$ cat src/rtl/alu_pkg.sv
// Shared types for the pipelined Y86-64 ALU: function encoding, condition codes
// and the overflow rule used at the end of the pipeline.
package alu_pkg;

  typedef enum logic [1:0] {
    FN_ADD = 2'd0,
    FN_SUB = 2'd1,
    FN_AND = 2'd2,
    FN_XOR = 2'd3
  } alu_fn_t;

  typedef struct packed {
    logic zf;
    logic sf;
    logic of;
  } cc_t;

  // Signed overflow from operand and result sign bits; logic ops never overflow.
  function automatic logic calc_of(alu_fn_t fn, logic a_msb, logic b_msb, logic r_msb);
    logic ovf;
    ovf = 1'b0;
    case (fn)
      FN_ADD:  ovf = (a_msb == b_msb) && (r_msb != a_msb);
      FN_SUB:  ovf = (a_msb != b_msb) && (r_msb != a_msb);
      default: ovf = 1'b0;
    endcase
    return ovf;
  endfunction

endpackage

$ cat src/rtl/alu_slice.sv
// One CHUNK-bit slice of the ALU datapath: add/sub with carry in/out, or a
// bitwise and/xor. Purely combinational; the parent registers its outputs.
module alu_slice
  import alu_pkg::*;
#(
  parameter int CHUNK = 16
) (
  input  alu_fn_t          fn,
  input  logic [CHUNK-1:0] a,
  input  logic [CHUNK-1:0] b,
  input  logic             cin,
  output logic [CHUNK-1:0] r,
  output logic             cout
);

  logic [CHUNK-1:0] b_eff;
  logic [CHUNK:0]   sum;

  // Subtraction inverts b here; the +1 arrives as the carry into slice 0.
  always_comb begin
    b_eff = (fn == FN_SUB) ? ~b : b;
    sum   = {1'b0, a} + {1'b0, b_eff} + {{CHUNK{1'b0}}, cin};
    r     = '0;
    cout  = 1'b0;
    case (fn)
      FN_ADD, FN_SUB: {cout, r} = sum;
      FN_AND:         r = a & b;
      default:        r = a ^ b;
    endcase
  end

endmodule

$ cat src/rtl/alu_addsub_pipe.sv
// Pipelined add/sub/and/xor ALU, one CHUNK-bit carry slice per stage, with
// valid/ready handshake and flush. Define ALU_CF_EN to add the out_cf output.
module alu_addsub_pipe
  import alu_pkg::*;
#(
  parameter int WIDTH = 64,
  parameter int CHUNK = 16
) (
  input  logic             clk,
  input  logic             rst,
  input  logic             flush,
  input  logic             in_valid,
  output logic             in_ready,
  input  logic [1:0]       in_fn,
  input  logic [WIDTH-1:0] in_a,
  input  logic [WIDTH-1:0] in_b,
  output logic             out_valid,
  input  logic             out_ready,
  output logic [WIDTH-1:0] out_result,
  output logic             out_zf,
  output logic             out_sf,
`ifdef ALU_CF_EN
  output logic             out_cf,
`endif
  output logic             out_of
);

  localparam int NSTAGE = WIDTH / CHUNK;
  localparam int LAST   = NSTAGE - 1;
  localparam int CQW    = (NSTAGE > 1) ? NSTAGE - 1 : 1;

  logic [NSTAGE-1:0] vld, nv;
  logic [NSTAGE-1:0] z_q, nz, nc;
  logic [CQW-1:0]    c_q;
  alu_fn_t           fn_q [NSTAGE];
  alu_fn_t           nfn  [NSTAGE];
  logic [WIDTH-1:0]  a_q  [NSTAGE];
  logic [WIDTH-1:0]  b_q  [NSTAGE];
  logic [WIDTH-1:0]  r_q  [NSTAGE];
  logic [WIDTH-1:0]  na   [NSTAGE];
  logic [WIDTH-1:0]  nb   [NSTAGE];
  logic [WIDTH-1:0]  nr   [NSTAGE];
  logic              en;
  cc_t               cc;

  assign en        = !out_valid || out_ready;
  assign in_ready  = en;
  assign out_valid = vld[LAST];

  for (genvar k = 0; k < NSTAGE; k++) begin : g_stage
    alu_fn_t          sfn;
    logic [WIDTH-1:0] sa, sb, sr, mr;
    logic             scin, sz, slc;
    logic [CHUNK-1:0] slr;

    if (k == 0) begin : g_first
      assign sfn   = alu_fn_t'(in_fn);
      assign sa    = in_a;
      assign sb    = in_b;
      assign sr    = '0;
      assign scin  = (alu_fn_t'(in_fn) == FN_SUB);
      assign sz    = 1'b1;
      assign nv[k] = in_valid;
    end else begin : g_next
      assign sfn   = fn_q[k-1];
      assign sa    = a_q[k-1];
      assign sb    = b_q[k-1];
      assign sr    = r_q[k-1];
      assign scin  = c_q[k-1];
      assign sz    = z_q[k-1];
      assign nv[k] = vld[k-1];
    end

    alu_slice #(.CHUNK(CHUNK)) u_slice (
      .fn   (sfn),
      .a    (sa[k*CHUNK +: CHUNK]),
      .b    (sb[k*CHUNK +: CHUNK]),
      .cin  (scin),
      .r    (slr),
      .cout (slc)
    );

    // Splice this stage's slice into the partial result carried so far.
    always_comb begin
      mr                     = sr;
      mr[k*CHUNK +: CHUNK]   = slr;
    end

    assign nfn[k] = sfn;
    assign na[k]  = sa;
    assign nb[k]  = sb;
    assign nr[k]  = mr;
    assign nz[k]  = sz & (slr == '0);
    assign nc[k]  = slc;
  end

  // Flush clears only valid bits; data may go stale since nothing reads it.
  always_ff @(posedge clk) begin
    if (rst) begin
      vld <= '0;
      z_q <= '0;
      c_q <= '0;
      for (int k = 0; k < NSTAGE; k++) begin
        fn_q[k] <= FN_ADD;
        a_q[k]  <= '0;
        b_q[k]  <= '0;
        r_q[k]  <= '0;
      end
    end else begin
      if (flush)
        vld <= '0;
      else if (en)
        vld <= nv;
      if (en) begin
        z_q <= nz;
        for (int k = 0; k < NSTAGE; k++) begin
          fn_q[k] <= nfn[k];
          a_q[k]  <= na[k];
          b_q[k]  <= nb[k];
          r_q[k]  <= nr[k];
        end
        for (int k = 0; k < NSTAGE - 1; k++)
          c_q[k] <= nc[k];
      end
    end
  end

  always_comb begin
    cc.zf = z_q[LAST];
    cc.sf = r_q[LAST][WIDTH-1];
    cc.of = calc_of(fn_q[LAST], a_q[LAST][WIDTH-1], b_q[LAST][WIDTH-1], r_q[LAST][WIDTH-1]);
  end

  assign out_result = r_q[LAST];
  assign out_zf     = cc.zf;
  assign out_sf     = cc.sf;
  assign out_of     = cc.of;

`ifdef ALU_CF_EN
  logic cf_q;

  // Carry out of the top slice; subtraction reports it inverted as a borrow.
  always_ff @(posedge clk) begin
    if (rst)
      cf_q <= 1'b0;
    else if (en)
      cf_q <= nc[LAST];
  end

  always_comb begin
    out_cf = 1'b0;
    case (fn_q[LAST])
      FN_ADD:  out_cf = cf_q;
      FN_SUB:  out_cf = ~cf_q;
      default: out_cf = 1'b0;
    endcase
  end
`endif

endmodule

$ cat config.mk
export PLATFORM = sky130hd
export DESIGN_NAME = alu_addsub_pipe
export DESIGN_NICKNAME = d
export VERILOG_FILES = /design/src/rtl/alu_pkg.sv /design/src/rtl/alu_slice.sv /design/src/rtl/alu_addsub_pipe.sv
export SDC_FILE = /design/constraint.sdc
export NUM_CORES = 1
export LEC_CHECK = 0
export BUFFER_PORTS_ARGS = -buffer_cell sky130_fd_sc_hd__buf_2
export CORE_ASPECT_RATIO = 1.5
export CORE_MARGIN = 8
export CORE_UTILIZATION = 60
export DETAILED_ROUTE_END_ITERATION = 7
export PLACE_DENSITY = 0.81
export SYNTH_ARGS = -nofsm -noshare
export SYNTH_HDL_FRONTEND = slang
export SYNTH_HIERARCHICAL = 1
export SYNTH_SLANG_ARGS = --single-unit
export TNS_END_PERCENT = 30
$ cat constraint.sdc
create_clock -name clk -period 10.1 [get_ports clk]
set_input_delay 1.01 -clock clk [delete_from_list [all_inputs] [get_ports clk]]
set_output_delay 1.01 -clock clk [all_outputs]
set_load 0.01 [all_outputs]
==> impl_metrics.toml, run 1 <==
[hold_path]
whs_path_depth = 2
min-delay-path-class = "reg2reg"

[final_layout]
diodes = 0
multi_input_area_sq_um = 8653
regArea_sq_um = 11090
final_util_pct = 66.72
areaGrowthSynthToFinish_pct = 10.45
nFillCells = 2492
fin_cells = 2277
drive_gt1_share_pct = 17.82
nNetsFinal = 2092

[die]
io_pins = 204
start_util_pct = 60.41
die_w_microns = 167.0
coreArea_sq_um = 33960
dieArea_sq_um = 40480
num_rows = 83
die_h_microns = 242.5

[setup_path]
cp_max_fo = 29
cp_num_cells = 14
cp.required_ns = 10.55
critical-path-max-stage-delay_ns = 0.71
start_kind = "primary input"
path_delay_family = "simple AND/OR/NAND/NOR gates"
slowest_stage = "nand2_1"
setup.worst_path.class = "in2reg"
cp.buffers_inverters = 2
cpMostUsedCell = "fa_1"
crit_path_end_kind = "flop"
r2r.worst_path.cells = 12
path_cells = "buf_2, inv_1, nand2_1, xor2_1, fa_1, fa_1, and2b_1, o211ai_2, a311o_1, a2111oi_2, nor3_1, nor4_1, nand4_1, o21ai_1"
cp_data_arrival_time_ns = 5.39

[clock_network]
root_buffer = "clkbuf_16"
clkSinkCount = 373
post_cts_buffers = 0
ctsResizeCount = 0
cts_hold_buf = 0
h-tree-depth = 2
clkTransAtPathRegs_ns = 0.06
clk_latency_ns = 0.53
numCtsBuffers = 35
cts_tree = "built"
cts_buffer_depth = 3

[global_routing]
grt_pass1_vias = 13950
antenna_found_initial = 1
grt_overflow_total = 0
grt_max_degree = 215
grt_pass1_wl_mm = 70.64
grt_use_total_pct = 21.31

[outcome]
status = "complete, no violations"

[detailed_routing]
detail-route-antenna-nets = 0
wl_mm = 43.63
vias = 13690
drtIter0Drc = 888
firstDrtPassIters = 5
route.detailed.drc = 0
via_per_inst = 6.011
wl_per_cell_microns = 19.16

[flow_run]
maxCapViolCount = 0

[timing]
hold_violations = 0
post-route-min-period_ns = 4.932
relSlewSlack_pct = 25.61
slew_viol_final = 0
finalSetupViolCount = 0
rsz0062_at_grt = "no"
fmax_ghz = 0.2028
tightestPinTransition_ns = 1.116
fin_crit_sh_pct = 48.83
setup_tns_ns = 0
fin_worst_skew_ns = 0.02305
timing.final.ws_setup_ns = 5.168

[power]
p_leak_nw = 10.70
vdd_drop_max_mv = 0.1299
p_per_area_nw_per_um2 = 157.4

[placed_design]
gp_congestion = 0.8838
dp_hpwl_mm = 30.54
portBuffers = 203
place_inst = 2213
pre_cts_slack_ns = 4.665

[synthesis]
synth_nets = 1967
avgSynthCellArea_sq_um = 12.07
synthesis.instances = 1700
synth_area_sq_um = 20510
yosysWarnings = 6
-- path summary, 6_finish.rpt --
| check | from | end | slack (ns) |
|---|---|---|---|
| max reg2reg | fn_q[1][0]$_SDFFCE_PN0P_ | z_q[2]$_SDFFE_PP0P_ | 5.23 |
| max | in_fn[1] | z_q[0]$_SDFFE_PP0P_ | 5.17 |
| min | c_q[2]$_SDFFE_PP0P_ | c_q[2]$_SDFFE_PP0P_ | 0.47 |
| min reg2reg | c_q[2]$_SDFFE_PP0P_ | c_q[2]$_SDFFE_PP0P_ | 0.47 |
-- worst min-delay path: stages, from the launching register on --
cell	delay (ns)
dfxtp_1	0.32
nand2_1	0.05
a21oi_1	0.05
-- cells in the final DEF (no fill, tap or decap), types with 8 or more instances in the layout --
cell         n
a211oi_1    22
a21o_1      18
a21oi_1     55
and3_1     366
and3_2       9
buf_2      203
buf_4       11
clkbuf_16   36
dfxtp_1     11
edfxtp_1   362
fa_1         8
ha_1       124
inv_1       30
mux2_2      24
mux2i_1     48
nand2_1     78
nand2b_1    28
nand3_1     12
nand4_1      8
nor2_1      35
nor2b_1     21
nor3_1      35
nor4_1      11
o211ai_1    16
o21a_1      21
o21ai_0     35
o31ai_1     22
xnor2_1     71
xor2_1      10
-- sequential cells by signal, indices dropped and copies added, names as in the netlist --
| signal | cells |
|---|---|
| r_q | 160 |
| a_q | 97 |
| b_q | 97 |
| fn_q | 8 |
| vld | 4 |
| z_q | 4 |
| c_q | 3 |
-- final cells by class --
type                    count  share of cell area (%)
repair buffers            214                   4.848
clock inverters            23                  0.9719
multi-input cells        1168                   38.19
clock buffers              41                   4.059
well taps                 425                   2.347
inverters                  33                  0.6350
flip-flops and latches    373                   48.95
-- report_power, final --
part | switching (W) | internal, W
registers | 0.0000326 | 0.00178
logic | 0.000255 | 0.000197
clock network | 0.000564 | 0.000739
total | 0.000852 | 0.00271
-- routing by layer --
layer  GRT usage, %  vias up  share of wire [%]
met1          23.73     6568                 39
met4          9.673        0                4.2
li1               -     6724                  -
met2          39.31      303                 53
met3          3.245       93                4.0
met5              0        -                  0
-- through the flow --
| step | cell area (sq um) | total power, W | hold WS [ns] |
|---|---|---|---|
| after CTS | 22660 | 0.003600 | 0.4735 |
| after floorplan | 20510 | 0.002154 | 0.4245 |
| after global routing | 22660 | 0.003710 | 0.4875 |
| final | 22660 | 0.003566 | 0.4658 |
| after global placement | 21520 | 0.002280 | 0.4433 |
| after detailed placement | 21520 | 0.002294 | 0.4599 |
No activity file was read; power rests on OpenSTA's default activity.
==> inputs of run 2 (changes only) <==
CORE_UTILIZATION = 54   (was 60)
PLACE_DENSITY = 0.77   (was 0.81)
clock period = 4.5 ns   (was 10.1 ns; I/O delays follow)
==> run 2 against run 1 <==
  * Power rose by 120%
  * Hold slack got worse by 0.33 ns
  * Utilization fell by 5.8 points
  * Worst setup slack got worse by 4.3 ns
  * Clock power rose by 120%
  * Via count rose by 1.0%
  * Combinational power rose by 130%
  * Largest power group unchanged
  * Highest routed layer unchanged
==> impl_metrics.toml, run 2 (synthesized netlist as in run 1, its figures left out) <==
[outcome]
status = "complete, no violations"

[clock_network]
clkSinkCount = 373
cts_hold_buf = 0
h-tree-depth = 2
root_buffer = "clkbuf_16"
post_cts_buffers = 0
ctsResizeCount = 0
numCtsBuffers = 35
cts_tree = "built"
cts_buffer_depth = 3
clkTransAtPathRegs_ns = 0.06
clk_latency_ns = 0.53

[final_layout]
largest_register_ff_count = 160
diodes = 0
top_regs = "r_q x160, a_q x97, b_q x97"
nNetsFinal = 2107
final_cell_mix = "366 x and3_1, 362 x edfxtp_1, 203 x buf_2, 124 x ha_1, 78 x nand2_1"
nFillCells = 2997
layout_commonest_cell = "and3_1"
fin_cells = 2353
regArea_sq_um = 11090
areaGrowthSynthToFinish_pct = 11.47
drive_gt1_share_pct = 18.40
multi_input_area_sq_um = 8661
max_flop_register = "r_q"

[global_routing]
grt_max_degree = 275
grt_overflow_total = 0
antenna_found_initial = 0
grt_use_total_pct = 19.93
grt_pass1_vias = 13770
grt_pass1_wl_mm = 71.26

[detailed_routing]
detail-route-antenna-nets = 0
vias = 13830
route.detailed.drc = 0
firstDrtPassIters = 5
wl_mm = 45.26
wl_per_cell_microns = 19.23
drtIter0Drc = 915
via_per_inst = 5.876

[timing]
relSlewSlack_pct = 32.60
fmax_ghz = 0.2778
tightestPinTransition_ns = 1.011
hold_violations = 0
fin_worst_skew_ns = 0.01883
fin_crit_sh_pct = 79.99
timing.final.ws_setup_ns = 0.9007
rsz0062_at_grt = "no"
post-route-min-period_ns = 3.599
finalSetupViolCount = 0
slew_viol_final = 0

[die]
start_util_pct = 54.62
die_h_microns = 254.7
num_rows = 87
coreArea_sq_um = 37550
dieArea_sq_um = 44610
die_w_microns = 175.1
io_pins = 204

[power]
vdd_drop_max_mv = 0.3071
p_leak_nw = 10.77
p_per_area_nw_per_um2 = 346.8

[placed_design]
gp_congestion = 0.9141
portBuffers = 203
dp_hpwl_mm = 32.34
pre_cts_slack_ns = 0.5757
place_inst = 2292

[setup_path]
cp.required_ns = 4.93
cp_data_arrival_time_ns = 4.03
start_kind = "flop"
cp_max_fo = 16
crit_path_end_kind = "flop"
setup.worst_path.class = "reg2reg"

[hold_path]
min-delay-path-class = "in2reg"

[flow_run]
maxCapViolCount = 0
[run 2: area by class of cell]
class / count / area share [%]
sequential: 373 / 48.50
clock inverter: 23 / 0.8864
tap: 489 / 2.676
multi-input combinational: 1168 / 37.87
inverter: 33 / 0.6128
timing repair buffer: 229 / 5.570
clock buffer: 38 / 3.879
[run 2: final timing paths]
kind                             from                   to  slack, ns  cells after the start
max          fn_q[1][1]$_SDFFCE_PN0P_  z_q[2]$_SDFFE_PP0P_       0.90                     13
min                             flush  vld[0]$_SDFFE_PP0P_       0.14                      2
max reg2reg  fn_q[1][1]$_SDFFCE_PN0P_  z_q[2]$_SDFFE_PP0P_       0.90                     13
min reg2reg       c_q[2]$_SDFFE_PP0P_  c_q[2]$_SDFFE_PP0P_       0.45                      2
[run 2: worst max-delay path, stage by stage (launching register included)]
cell	delay, ns
edfxtp_1	0.39
nand2b_1	0.16
buf_4	0.23
xor2_1	0.18
fa_1	0.43
fa_1	0.45
nor2b_1	0.20
o2111ai_2	0.21
a211oi_1	0.27
mux2_2	0.37
a221oi_1	0.28
nor4_1	0.13
nand4_1	0.12
o2bb2ai_1	0.06
[run 2: per-stage QoR]
| stage | TNS (ns) | instance area, sq um | hold WS [ns] | utilization [%] | power [W] |
|---|---|---|---|---|---|
| 6_report | 0 | 22870 | 0.1358 | 60.89 | 0.007931 |
| 5_1_grt | 0 | 22870 | 0.1285 | 60.89 | 0.008256 |
| 4_1_cts | 0 | 22870 | 0.1091 | 60.89 | 0.008005 |
| 3_5_place_dp | 0 | 21780 | 0.4463 | 57.99 | 0.005161 |
| 3_3_place_gp | 0 | 21780 | 0.4420 | 57.99 | 0.005132 |
| 2_1_floorplan | -823.95 | 20520 | 0.4245 | - | 0.004836 |
[run 2: metal layers]
| layer | share of wire, % | GRT usage (%) | up-vias |
|---|---|---|---|
| met5 | 0 | 0 | - |
| met4 | 4.9 | 9.932 | 0 |
| met3 | 4.2 | 3.141 | 113 |
| met2 | 53 | 36.62 | 347 |
| met1 | 38 | 22.06 | 6606 |
| li1 | - | - | 6760 |
[run 2: power by group]
group / switching (W) / internal [W]
sequential: 0.0000663 / 0.00399
combinational: 0.000587 / 0.000447
clock: 0.00124 / 0.00160
